`src/rtl/fetch_queue_if.sv`:
```
// Fetch-to-decode handshake bundle for the instruction fetch queue.
// The slave modport is the queue itself; the master modport is the
// fetch/decode side that drives packs and consumes issued lanes.
interface fetch_queue_if #(
  parameter int PTR_W = 3
);
  logic             io_i_flush;
  logic             io_i_pack_valid;
  logic             io_o_pack_ready;
  logic             io_i_pack_valids_0;
  logic             io_i_pack_valids_1;
  logic [63:0]      io_i_pack_pc;
  logic [31:0]      io_i_pack_insts_0;
  logic [31:0]      io_i_pack_insts_1;
  logic             io_i_bp_valid;
  logic             io_i_bp_taken;
  logic             io_i_bp_select;
  logic [63:0]      io_i_bp_target;
  logic [3:0]       io_i_bp_branch_type;
  logic             io_i_decode_ready;
  logic             io_o_valid_0;
  logic             io_o_valid_1;
  logic [63:0]      io_o_pc_0;
  logic [63:0]      io_o_pc_1;
  logic [31:0]      io_o_inst_0;
  logic [31:0]      io_o_inst_1;
  logic             io_o_bp_valid_0;
  logic             io_o_bp_valid_1;
  logic             io_o_bp_taken_0;
  logic             io_o_bp_taken_1;
  logic [63:0]      io_o_bp_target_0;
  logic [63:0]      io_o_bp_target_1;
  logic [3:0]       io_o_bp_branch_type_0;
  logic [3:0]       io_o_bp_branch_type_1;
  logic [PTR_W:0]   io_o_count;

  modport slave (
    input  io_i_flush, io_i_pack_valid, io_i_pack_valids_0, io_i_pack_valids_1,
           io_i_pack_pc, io_i_pack_insts_0, io_i_pack_insts_1,
           io_i_bp_valid, io_i_bp_taken, io_i_bp_select, io_i_bp_target,
           io_i_bp_branch_type, io_i_decode_ready,
    output io_o_pack_ready, io_o_valid_0, io_o_valid_1, io_o_pc_0, io_o_pc_1,
           io_o_inst_0, io_o_inst_1, io_o_bp_valid_0, io_o_bp_valid_1,
           io_o_bp_taken_0, io_o_bp_taken_1, io_o_bp_target_0, io_o_bp_target_1,
           io_o_bp_branch_type_0, io_o_bp_branch_type_1, io_o_count
  );

  modport master (
    output io_i_flush, io_i_pack_valid, io_i_pack_valids_0, io_i_pack_valids_1,
           io_i_pack_pc, io_i_pack_insts_0, io_i_pack_insts_1,
           io_i_bp_valid, io_i_bp_taken, io_i_bp_select, io_i_bp_target,
           io_i_bp_branch_type, io_i_decode_ready,
    input  io_o_pack_ready, io_o_valid_0, io_o_valid_1, io_o_pc_0, io_o_pc_1,
           io_o_inst_0, io_o_inst_1, io_o_bp_valid_0, io_o_bp_valid_1,
           io_o_bp_taken_0, io_o_bp_taken_1, io_o_bp_target_0, io_o_bp_target_1,
           io_o_bp_branch_type_0, io_o_bp_branch_type_1, io_o_count
  );
endinterface

```
`src/rtl/fetch_queue.sv`:
```
// Instruction fetch queue: splits 2-wide fetch packs into per-instruction
// entries of a circular buffer and issues up to two entries per cycle, in
// program order, to decode. A redirect flush empties the queue at once.
module fetch_queue #(
  parameter int DEPTH = 8,
  parameter int PTR_W = 3
) (
  input  logic             clock,
  input  logic             reset,
  fetch_queue_if.slave     io
);

  localparam logic [PTR_W:0] DEPTH_M2 = (PTR_W+1)'(DEPTH - 2);

  // Queue state
  logic [PTR_W-1:0] head_q;
  logic [PTR_W-1:0] tail_q;
  logic [PTR_W:0]   count_q;

  // Entry storage, not reset: only slots between head and tail are ever read
  logic [63:0] pc_mem     [DEPTH];
  logic [31:0] inst_mem   [DEPTH];
  logic        bpv_mem    [DEPTH];
  logic        taken_mem  [DEPTH];
  logic [63:0] target_mem [DEPTH];
  logic [3:0]  btype_mem  [DEPTH];

  logic             enq_fire;
  logic [PTR_W:0]   n_enq;
  logic [PTR_W:0]   n_deq;
  logic [PTR_W-1:0] head_p1;
  logic [PTR_W-1:0] slot1_idx;
  logic             bp_hit_0;
  logic             bp_hit_1;

  // Handshake, lane selection and enqueue/dequeue amounts for this cycle
  always_comb begin
    io.io_o_pack_ready = (count_q <= DEPTH_M2);
    io.io_o_valid_0    = (count_q != '0) & ~io.io_i_flush;
    io.io_o_valid_1    = (count_q >= (PTR_W+1)'(2)) & ~io.io_i_flush;
    io.io_o_count      = count_q;

    head_p1   = head_q + PTR_W'(1);
    slot1_idx = tail_q + PTR_W'(io.io_i_pack_valids_0);

    enq_fire = io.io_i_pack_valid & io.io_o_pack_ready & ~io.io_i_flush;
    n_enq    = enq_fire ? ((PTR_W+1)'(io.io_i_pack_valids_0) + (PTR_W+1)'(io.io_i_pack_valids_1))
                        : '0;
    n_deq    = io.io_i_decode_ready ? ((PTR_W+1)'(io.io_o_valid_0) + (PTR_W+1)'(io.io_o_valid_1))
                                    : '0;

    bp_hit_0 = io.io_i_bp_valid & ~io.io_i_bp_select;
    bp_hit_1 = io.io_i_bp_valid &  io.io_i_bp_select;

    io.io_o_pc_0             = pc_mem[head_q];
    io.io_o_inst_0           = inst_mem[head_q];
    io.io_o_bp_valid_0       = bpv_mem[head_q];
    io.io_o_bp_taken_0       = taken_mem[head_q];
    io.io_o_bp_target_0      = target_mem[head_q];
    io.io_o_bp_branch_type_0 = btype_mem[head_q];

    io.io_o_pc_1             = pc_mem[head_p1];
    io.io_o_inst_1           = inst_mem[head_p1];
    io.io_o_bp_valid_1       = bpv_mem[head_p1];
    io.io_o_bp_taken_1       = taken_mem[head_p1];
    io.io_o_bp_target_1      = target_mem[head_p1];
    io.io_o_bp_branch_type_1 = btype_mem[head_p1];
  end

  // Write live slots compacted at tail; predict info sticks only to the selected slot
  always_ff @(posedge clock) begin
    if (enq_fire) begin
      if (io.io_i_pack_valids_0) begin
        pc_mem[tail_q]     <= io.io_i_pack_pc;
        inst_mem[tail_q]   <= io.io_i_pack_insts_0;
        bpv_mem[tail_q]    <= bp_hit_0;
        taken_mem[tail_q]  <= bp_hit_0 & io.io_i_bp_taken;
        target_mem[tail_q] <= bp_hit_0 ? io.io_i_bp_target : 64'd0;
        btype_mem[tail_q]  <= bp_hit_0 ? io.io_i_bp_branch_type : 4'd0;
      end
      if (io.io_i_pack_valids_1) begin
        pc_mem[slot1_idx]     <= io.io_i_pack_pc + 64'd4;
        inst_mem[slot1_idx]   <= io.io_i_pack_insts_1;
        bpv_mem[slot1_idx]    <= bp_hit_1;
        taken_mem[slot1_idx]  <= bp_hit_1 & io.io_i_bp_taken;
        target_mem[slot1_idx] <= bp_hit_1 ? io.io_i_bp_target : 64'd0;
        btype_mem[slot1_idx]  <= bp_hit_1 ? io.io_i_bp_branch_type : 4'd0;
      end
    end
  end

  // Pointer and occupancy update; flush wins over any enqueue/dequeue
  always_ff @(posedge clock or posedge reset) begin
    if (reset) begin
      head_q  <= '0;
      tail_q  <= '0;
      count_q <= '0;
    end else if (io.io_i_flush) begin
      head_q  <= '0;
      tail_q  <= '0;
      count_q <= '0;
    end else begin
      head_q  <= head_q + n_deq[PTR_W-1:0];
      tail_q  <= tail_q + n_enq[PTR_W-1:0];
      count_q <= count_q + n_enq - n_deq;
    end
  end

endmodule

```
`src/flat_wrapper.sv`:
```
// flat-port wrapper written by rule: the top's interface ports become plain ports
module fetch_queue_flat 
#(
  parameter int DEPTH = 8,
  parameter int PTR_W = 3
)
  (clock, reset, io_io_i_flush, io_io_i_pack_valid, io_io_i_pack_valids_0, io_io_i_pack_valids_1, io_io_i_pack_pc, io_io_i_pack_insts_0, io_io_i_pack_insts_1, io_io_i_bp_valid, io_io_i_bp_taken, io_io_i_bp_select, io_io_i_bp_target, io_io_i_bp_branch_type, io_io_i_decode_ready, io_io_o_pack_ready, io_io_o_valid_0, io_io_o_valid_1, io_io_o_pc_0, io_io_o_pc_1, io_io_o_inst_0, io_io_o_inst_1, io_io_o_bp_valid_0, io_io_o_bp_valid_1, io_io_o_bp_taken_0, io_io_o_bp_taken_1, io_io_o_bp_target_0, io_io_o_bp_target_1, io_io_o_bp_branch_type_0, io_io_o_bp_branch_type_1, io_io_o_count);
  fetch_queue_if #(.PTR_W(PTR_W)) io_i ();
  input  logic clock;
  input  logic reset;
  input wire logic [$bits(io_i.io_i_flush)-1:0] io_io_i_flush;
  input wire logic [$bits(io_i.io_i_pack_valid)-1:0] io_io_i_pack_valid;
  input wire logic [$bits(io_i.io_i_pack_valids_0)-1:0] io_io_i_pack_valids_0;
  input wire logic [$bits(io_i.io_i_pack_valids_1)-1:0] io_io_i_pack_valids_1;
  input wire logic [$bits(io_i.io_i_pack_pc)-1:0] io_io_i_pack_pc;
  input wire logic [$bits(io_i.io_i_pack_insts_0)-1:0] io_io_i_pack_insts_0;
  input wire logic [$bits(io_i.io_i_pack_insts_1)-1:0] io_io_i_pack_insts_1;
  input wire logic [$bits(io_i.io_i_bp_valid)-1:0] io_io_i_bp_valid;
  input wire logic [$bits(io_i.io_i_bp_taken)-1:0] io_io_i_bp_taken;
  input wire logic [$bits(io_i.io_i_bp_select)-1:0] io_io_i_bp_select;
  input wire logic [$bits(io_i.io_i_bp_target)-1:0] io_io_i_bp_target;
  input wire logic [$bits(io_i.io_i_bp_branch_type)-1:0] io_io_i_bp_branch_type;
  input wire logic [$bits(io_i.io_i_decode_ready)-1:0] io_io_i_decode_ready;
  output wire logic [$bits(io_i.io_o_pack_ready)-1:0] io_io_o_pack_ready;
  output wire logic [$bits(io_i.io_o_valid_0)-1:0] io_io_o_valid_0;
  output wire logic [$bits(io_i.io_o_valid_1)-1:0] io_io_o_valid_1;
  output wire logic [$bits(io_i.io_o_pc_0)-1:0] io_io_o_pc_0;
  output wire logic [$bits(io_i.io_o_pc_1)-1:0] io_io_o_pc_1;
  output wire logic [$bits(io_i.io_o_inst_0)-1:0] io_io_o_inst_0;
  output wire logic [$bits(io_i.io_o_inst_1)-1:0] io_io_o_inst_1;
  output wire logic [$bits(io_i.io_o_bp_valid_0)-1:0] io_io_o_bp_valid_0;
  output wire logic [$bits(io_i.io_o_bp_valid_1)-1:0] io_io_o_bp_valid_1;
  output wire logic [$bits(io_i.io_o_bp_taken_0)-1:0] io_io_o_bp_taken_0;
  output wire logic [$bits(io_i.io_o_bp_taken_1)-1:0] io_io_o_bp_taken_1;
  output wire logic [$bits(io_i.io_o_bp_target_0)-1:0] io_io_o_bp_target_0;
  output wire logic [$bits(io_i.io_o_bp_target_1)-1:0] io_io_o_bp_target_1;
  output wire logic [$bits(io_i.io_o_bp_branch_type_0)-1:0] io_io_o_bp_branch_type_0;
  output wire logic [$bits(io_i.io_o_bp_branch_type_1)-1:0] io_io_o_bp_branch_type_1;
  output wire logic [$bits(io_i.io_o_count)-1:0] io_io_o_count;
  assign io_i.io_i_flush = io_io_i_flush;
  assign io_i.io_i_pack_valid = io_io_i_pack_valid;
  assign io_i.io_i_pack_valids_0 = io_io_i_pack_valids_0;
  assign io_i.io_i_pack_valids_1 = io_io_i_pack_valids_1;
  assign io_i.io_i_pack_pc = io_io_i_pack_pc;
  assign io_i.io_i_pack_insts_0 = io_io_i_pack_insts_0;
  assign io_i.io_i_pack_insts_1 = io_io_i_pack_insts_1;
  assign io_i.io_i_bp_valid = io_io_i_bp_valid;
  assign io_i.io_i_bp_taken = io_io_i_bp_taken;
  assign io_i.io_i_bp_select = io_io_i_bp_select;
  assign io_i.io_i_bp_target = io_io_i_bp_target;
  assign io_i.io_i_bp_branch_type = io_io_i_bp_branch_type;
  assign io_i.io_i_decode_ready = io_io_i_decode_ready;
  assign io_io_o_pack_ready = io_i.io_o_pack_ready;
  assign io_io_o_valid_0 = io_i.io_o_valid_0;
  assign io_io_o_valid_1 = io_i.io_o_valid_1;
  assign io_io_o_pc_0 = io_i.io_o_pc_0;
  assign io_io_o_pc_1 = io_i.io_o_pc_1;
  assign io_io_o_inst_0 = io_i.io_o_inst_0;
  assign io_io_o_inst_1 = io_i.io_o_inst_1;
  assign io_io_o_bp_valid_0 = io_i.io_o_bp_valid_0;
  assign io_io_o_bp_valid_1 = io_i.io_o_bp_valid_1;
  assign io_io_o_bp_taken_0 = io_i.io_o_bp_taken_0;
  assign io_io_o_bp_taken_1 = io_i.io_o_bp_taken_1;
  assign io_io_o_bp_target_0 = io_i.io_o_bp_target_0;
  assign io_io_o_bp_target_1 = io_i.io_o_bp_target_1;
  assign io_io_o_bp_branch_type_0 = io_i.io_o_bp_branch_type_0;
  assign io_io_o_bp_branch_type_1 = io_i.io_o_bp_branch_type_1;
  assign io_io_o_count = io_i.io_o_count;
  fetch_queue #(.DEPTH(DEPTH), .PTR_W(PTR_W)) u_core (.clock(clock), .reset(reset), .io(io_i));
endmodule
```
`config.mk`:
```
export PLATFORM = sky130hd
export DESIGN_NAME = fetch_queue_flat
export DESIGN_NICKNAME = d
export VERILOG_FILES = /design/src/rtl/fetch_queue_if.sv /design/src/rtl/fetch_queue.sv /design/src/flat_wrapper.sv
export SDC_FILE = /design/constraint.sdc
export NUM_CORES = 2
export LEC_CHECK = 0
export BUFFER_PORTS_ARGS = -buffer_cell sky130_fd_sc_hd__buf_2
export CORE_UTILIZATION = 33
export DETAILED_ROUTE_END_ITERATION = 10
export SKIP_CTS_REPAIR_TIMING = 1
export SLEW_MARGIN = 20
export SYNTH_ARGS = -nofsm -noshare
export SYNTH_HDL_FRONTEND = slang
export SYNTH_SLANG_ARGS = --single-unit
```
`constraint.sdc`:
```
create_clock -name clock -period 38.4 [get_ports clock]
set_input_delay 7.68 -clock clock [delete_from_list [all_inputs] [get_ports clock]]
set_output_delay 7.68 -clock clock [all_outputs]
set_load 0.01 [all_outputs]
```
Yosys cells after proc, flatten, opt, wreduce, memory -nomap -nowiden. Memories as Yosys holds them, arrays and structs flattened. Index checks and enable logic that the tools add are counted.

Register bits after elaboration: 10. Bits in writable memories: 1328. Input port bits: 206. Output and inout bits: 339. Logic and storage cells: 46. Memories: 6.

Memory list: u_core.pc_mem (words 8, width 64, rd ports 2, clocked after Yosys merged registers in 0, write ports 2, RTL line fetch_queue.sv:21) `logic [63:0] pc_mem [DEPTH];`; u_core.target_mem (words 8, width 64, rd ports 2, clocked after Yosys merged registers in 0, write ports 2, RTL line fetch_queue.sv:25) `logic [63:0] target_mem [DEPTH];`; u_core.inst_mem (words 8, width 32, rd ports 2, clocked after Yosys merged registers in 0, write ports 2, RTL line fetch_queue.sv:22) `logic [31:0] inst_mem [DEPTH];`; u_core.btype_mem (words 8, width 4, rd ports 2, clocked after Yosys merged registers in 0, write ports 2, RTL line fetch_queue.sv:26) `logic [3:0] btype_mem [DEPTH];`; u_core.bpv_mem (words 8, width 1, rd ports 2, clocked after Yosys merged registers in 0, write ports 2, RTL line fetch_queue.sv:23) `logic bpv_mem [DEPTH];`; u_core.taken_mem (words 8, width 1, rd ports 2, clocked after Yosys merged registers in 0, write ports 2, RTL line fetch_queue.sv:24) `logic taken_mem [DEPTH];`.

Add/sub/neg operators: 9. Magnitude comparators: 2. Multiplexer cells: 15. Bitwise operators: 10. Reductions and logical operators: 1.

Operators with widths (number): $mux 64 (2); $add 64x3->64 const B (1); $mux 4 (5); $and 1x1->1 (8); $add 3x3->3 (2); $mux 1 (6); $mux 3 (2); $add 1x1->2 (2); $add 4x4->4 (1); $ge 4x2->1 const B (1); $le 4x3->1 const B (1); $reduce_bool 4->1 (1); $sub 4x4->4 (1); $add 3x1->3 (1); $add 3x1->3 const B (1); $not 1->1 (2).

Logic depth before layout (Yosys ltp).
Depth after elaboration: 7. Mapped depth: 14. Depth with buffers taken out: 14.

Least setup slack after synthesis. OpenSTA, ideal clock, no wires.

Kind: input -> register. Start point: in io_io_i_flush. End point: mem u_core.bpv_mem[1], enable pin. Setup time: 0.921 ns. Arrival time: 19.629 ns. Path slack: 17.849 ns. Stages: 3. Cells stage by stage: and3b_1 > nand3_1 > o21ai_0.

RTL lines: from (decl) (RTL line flat_wrapper.sv:11) `input wire logic [$bits(io_i.io_i_flush)-1:0] io_io_i_flush;`; to (decl) (RTL line fetch_queue.sv:23).

Worst setup path after layout.
Start point: in io_io_i_flush. End point: out io_io_o_valid_0.

Longest elaborated chain between the ends: 2.

Ends and longest elaborated chain: $not 1->1 (RTL line fetch_queue.sv:39) `io.io_o_valid_0 = (count_q != '0) & ~io.io_i_flush;`; $and 1x1->1 (RTL line fetch_queue.sv:39); to (decl) (RTL line flat_wrapper.sv:25) `output wire logic [$bits(io_i.io_o_valid_0)-1:0] io_io_o_valid_0;`.

No other way between the ends.

==> flow_summary.yaml <==
run_status:
  status: "completed"
finish:
  nNetsFinal: 5982
  multi_input_area_um2: 33500
  nFillCells: 21200
  layout-drive-gt1-share_pct: 32.4
  synthToLayoutAreaGrowth_pct: 13.8
  final_cell_mix: "edfxtp_1, nand2_1, mux4_2"
  layout_commonest_cell: "edfxtp_1"
  regArea_um2: 40100
clocking:
  numCtsBuffers: 158
  cts_htree_levels: 4
  clkTransAtPathRegs_ns: 0.06
  clkLatencyLatePin_ns: 0.84
  tritoncts: "done"
  root_buffer: "clkbuf_16"
  cts.sinks: 1338
  cts_buffer_depth: 3
floorplan:
  die_w_um: 481
  start_util_pct: 33.2
  io_pins: 545
  rows: 175
  die_area_um2: 231000
  die_h_um: 481
  coreArea_um2: 227000
sta:
  setup_viol_count_final: 0
  fmax_mhz: 62.7
  clock-skew-final_ns: 0.0497
  finalSetupTns_ns: 0
  relSlewSlack_pct: 24.4
  whs_ns: 0.725
  hold_viol: 0
  rsz0062_at_grt: "false"
  finalCritPeriodShare_pct: 41.5
  worstMarginPinSlew_ns: 1.13
  slew_violations: 0
  min_period_ns: 15.95
worst_setup_path:
  arrival_ns: 8.27
  crit_top_cell: "buf_2"
  crit_buf_inv: 2
  path_max_fanout: 15
  worst_setup_path_start_kind: "input port"
  end_kind: "output pin"
  crit_slowest_cell: "a31oi_1"
  cpPeakStageDelay_ns: 0.22
  crit_type: "input port to output pin"
  required_ns: 30.72
  crit_family: "buffers and inverters"
  path_cells: "buf_2, a31oi_1, buf_2"
detailed_routing:
  vias: 49100
  first_iter_violations: 4746
  wl_per_cell_um: 27.8
  ant_nets: 0
  viasPerCell: 5.49
  route.detailed.drc: 0
  wl_um: 249000
  dr.pass1.iters: 5
placed_design:
  place_congestion: 0.830
  portBuffers: 544
  hpwl_um: 149000
synthesis:
  avgSynthCellArea_um2: 13.9
  synthCells: 5451
  netlist.area_leader.share_pct: 52.7
  ys_types: 49
  netlist_area_um2: 75600
  ys_top_cells_by_area: "edfxtp_1, mux4_2, mux2_2"
  ys_seq_area_share_pct: 53.1
  yosysWarningCount: 0
  synth_seq_cells: 1338
  synth_top_cell_by_area: "edfxtp_1"
  synth_nets: 5676
power:
  power.leakage_uw: 0.0290
  p_per_area_nw_per_um2: 58.4
  irDropWorstVdd_v: 0.0000520
  total_power_uw: 5020
worst_hold_path:
  hold_path_class: "flip-flop to flip-flop"
global_route:
  grt_max_degree: 138
  grt_usage_pct: 21.1
  grt_overflow: 0
  antenna_found_initial: 64
  grt_pass1_wl_um: 352000
  grt_pass1_vias: 49600
job:
  cap_viol_max_count: 0
[Yosys cell counts, drive strengths merged]
library cell and number:
a21bo 1, a21o 1, a21oi 10, a31oi 1, and2 559, and3 8
and3b 1, and4 6, and4b 2, buf 201, clkbuf 302, clkinv 1
dfrtp 10, edfxtp 1328, fa 4, ha 15, inv 21, mux2 332
mux4 664, nand2 911, nand2b 5, nand3 61, nand3b 1, nand4 41
nand4b 1, nor2 297, nor2b 5, nor3 128, nor3b 1, nor4 22
nor4b 1, nor4bb 1, o21ai 9, or2 1, or3 2, or4 1
or4b 1, xnor2 147, xor2 348
[tightest hold or removal path, cell delays in order (launching register included)]
cell and delay (ns):
dfrtp_1 0.50, xor2_1 0.11, nor2_1 0.08
[worst paths after layout]
kind,cells past startpoint,slack (ns),end,start
setup / recovery,3,22.45,io_io_o_valid_0,io_io_i_flush
setup reg to reg,8,32.85,u_core.target_mem[2][28]$_DFFE_PP_,u_core.tail_q[0]$_DFF_PP0_
max in group asynchronous,2,31.24,u_core.head_q[1]$_DFF_PP0_,reset
min in group asynchronous,2,6.83,u_core.tail_q[2]$_DFF_PP0_,reset
hold reg to reg,2,0.73,u_core.tail_q[2]$_DFF_PP0_,u_core.tail_q[2]$_DFF_PP0_
hold / removal,2,0.73,u_core.tail_q[2]$_DFF_PP0_,u_core.tail_q[2]$_DFF_PP0_
[report_power, final]
part | internal, uW | switching (uW) | total (uW) | leakage [uW]
clock | 801 | 633 | 1430 | 0.00235
sequential | 1640 | 30.0 | 1670 | 0.0123
combinational | 930 | 981 | 1910 | 0.0144
[routing by layer]
layer	global-route usage [%]	wire length (um)
met2	35.2	121000
met1	26.0	94300
met4	8.04	8100
met5	0	252
met3	5.70	24500
[final cells by class]
| class | instances | share of cell area, % |
|---|---|---|
| antenna | 44 | 0.128 |
| clock buffer | 197 | 4.77 |
| clock inverter | 87 | 0.865 |
| inverter | 22 | 0.0960 |
| multi-input combinational | 3588 | 38.9 |
| sequential | 1338 | 46.7 |
| tap | 3009 | 4.38 |
| timing repair buffer | 649 | 4.19 |
[flip-flops by register name (all words and copies together), names as in the netlist]
register / cells
u_core.target_mem: 512
u_core.head_q: 3
u_core.inst_mem: 256
u_core.io.io_o_count: 4
u_core.bpv_mem: 8
u_core.btype_mem: 32
u_core.pc_mem: 512
u_core.tail_q: 3
u_core.taken_mem: 8
[logic make-up (layout without fill, tap and decap cells)]
logic type | count (synthesis) | after routing | synth area share [%]
AND/OR/NAND/NOR | 2056 | 2056 | 12.9
buffers and inverters | 525 | 955 | 3.03
adder cells (fa/ha/maj) | 19 | 19 | 0.354
flip-flops | 1338 | 1338 | 53.1
XOR/XNOR | 495 | 495 | 5.73
other | 0 | 44 | 0
AO/OA/AOI/OAI | 22 | 22 | 0.157
multiplexers | 996 | 996 | 24.7
[per-stage QoR]
step | instances | utilization, % | setup slack [ns] | area [um^2]
final | 8934 | 37.8 | 22.45 | 86000
after CTS | 8889 | 37.7 | 22.45 | 85900
after global routing | 8917 | 37.8 | 22.42 | 86000
after global placement | 8605 | 35.6 | 22.41 | 81000
after detailed placement | 8605 | 35.6 | 22.45 | 81000
after floorplan | 5451 | - | 17.85 | 75600
(Power assumes the default switching activity.)
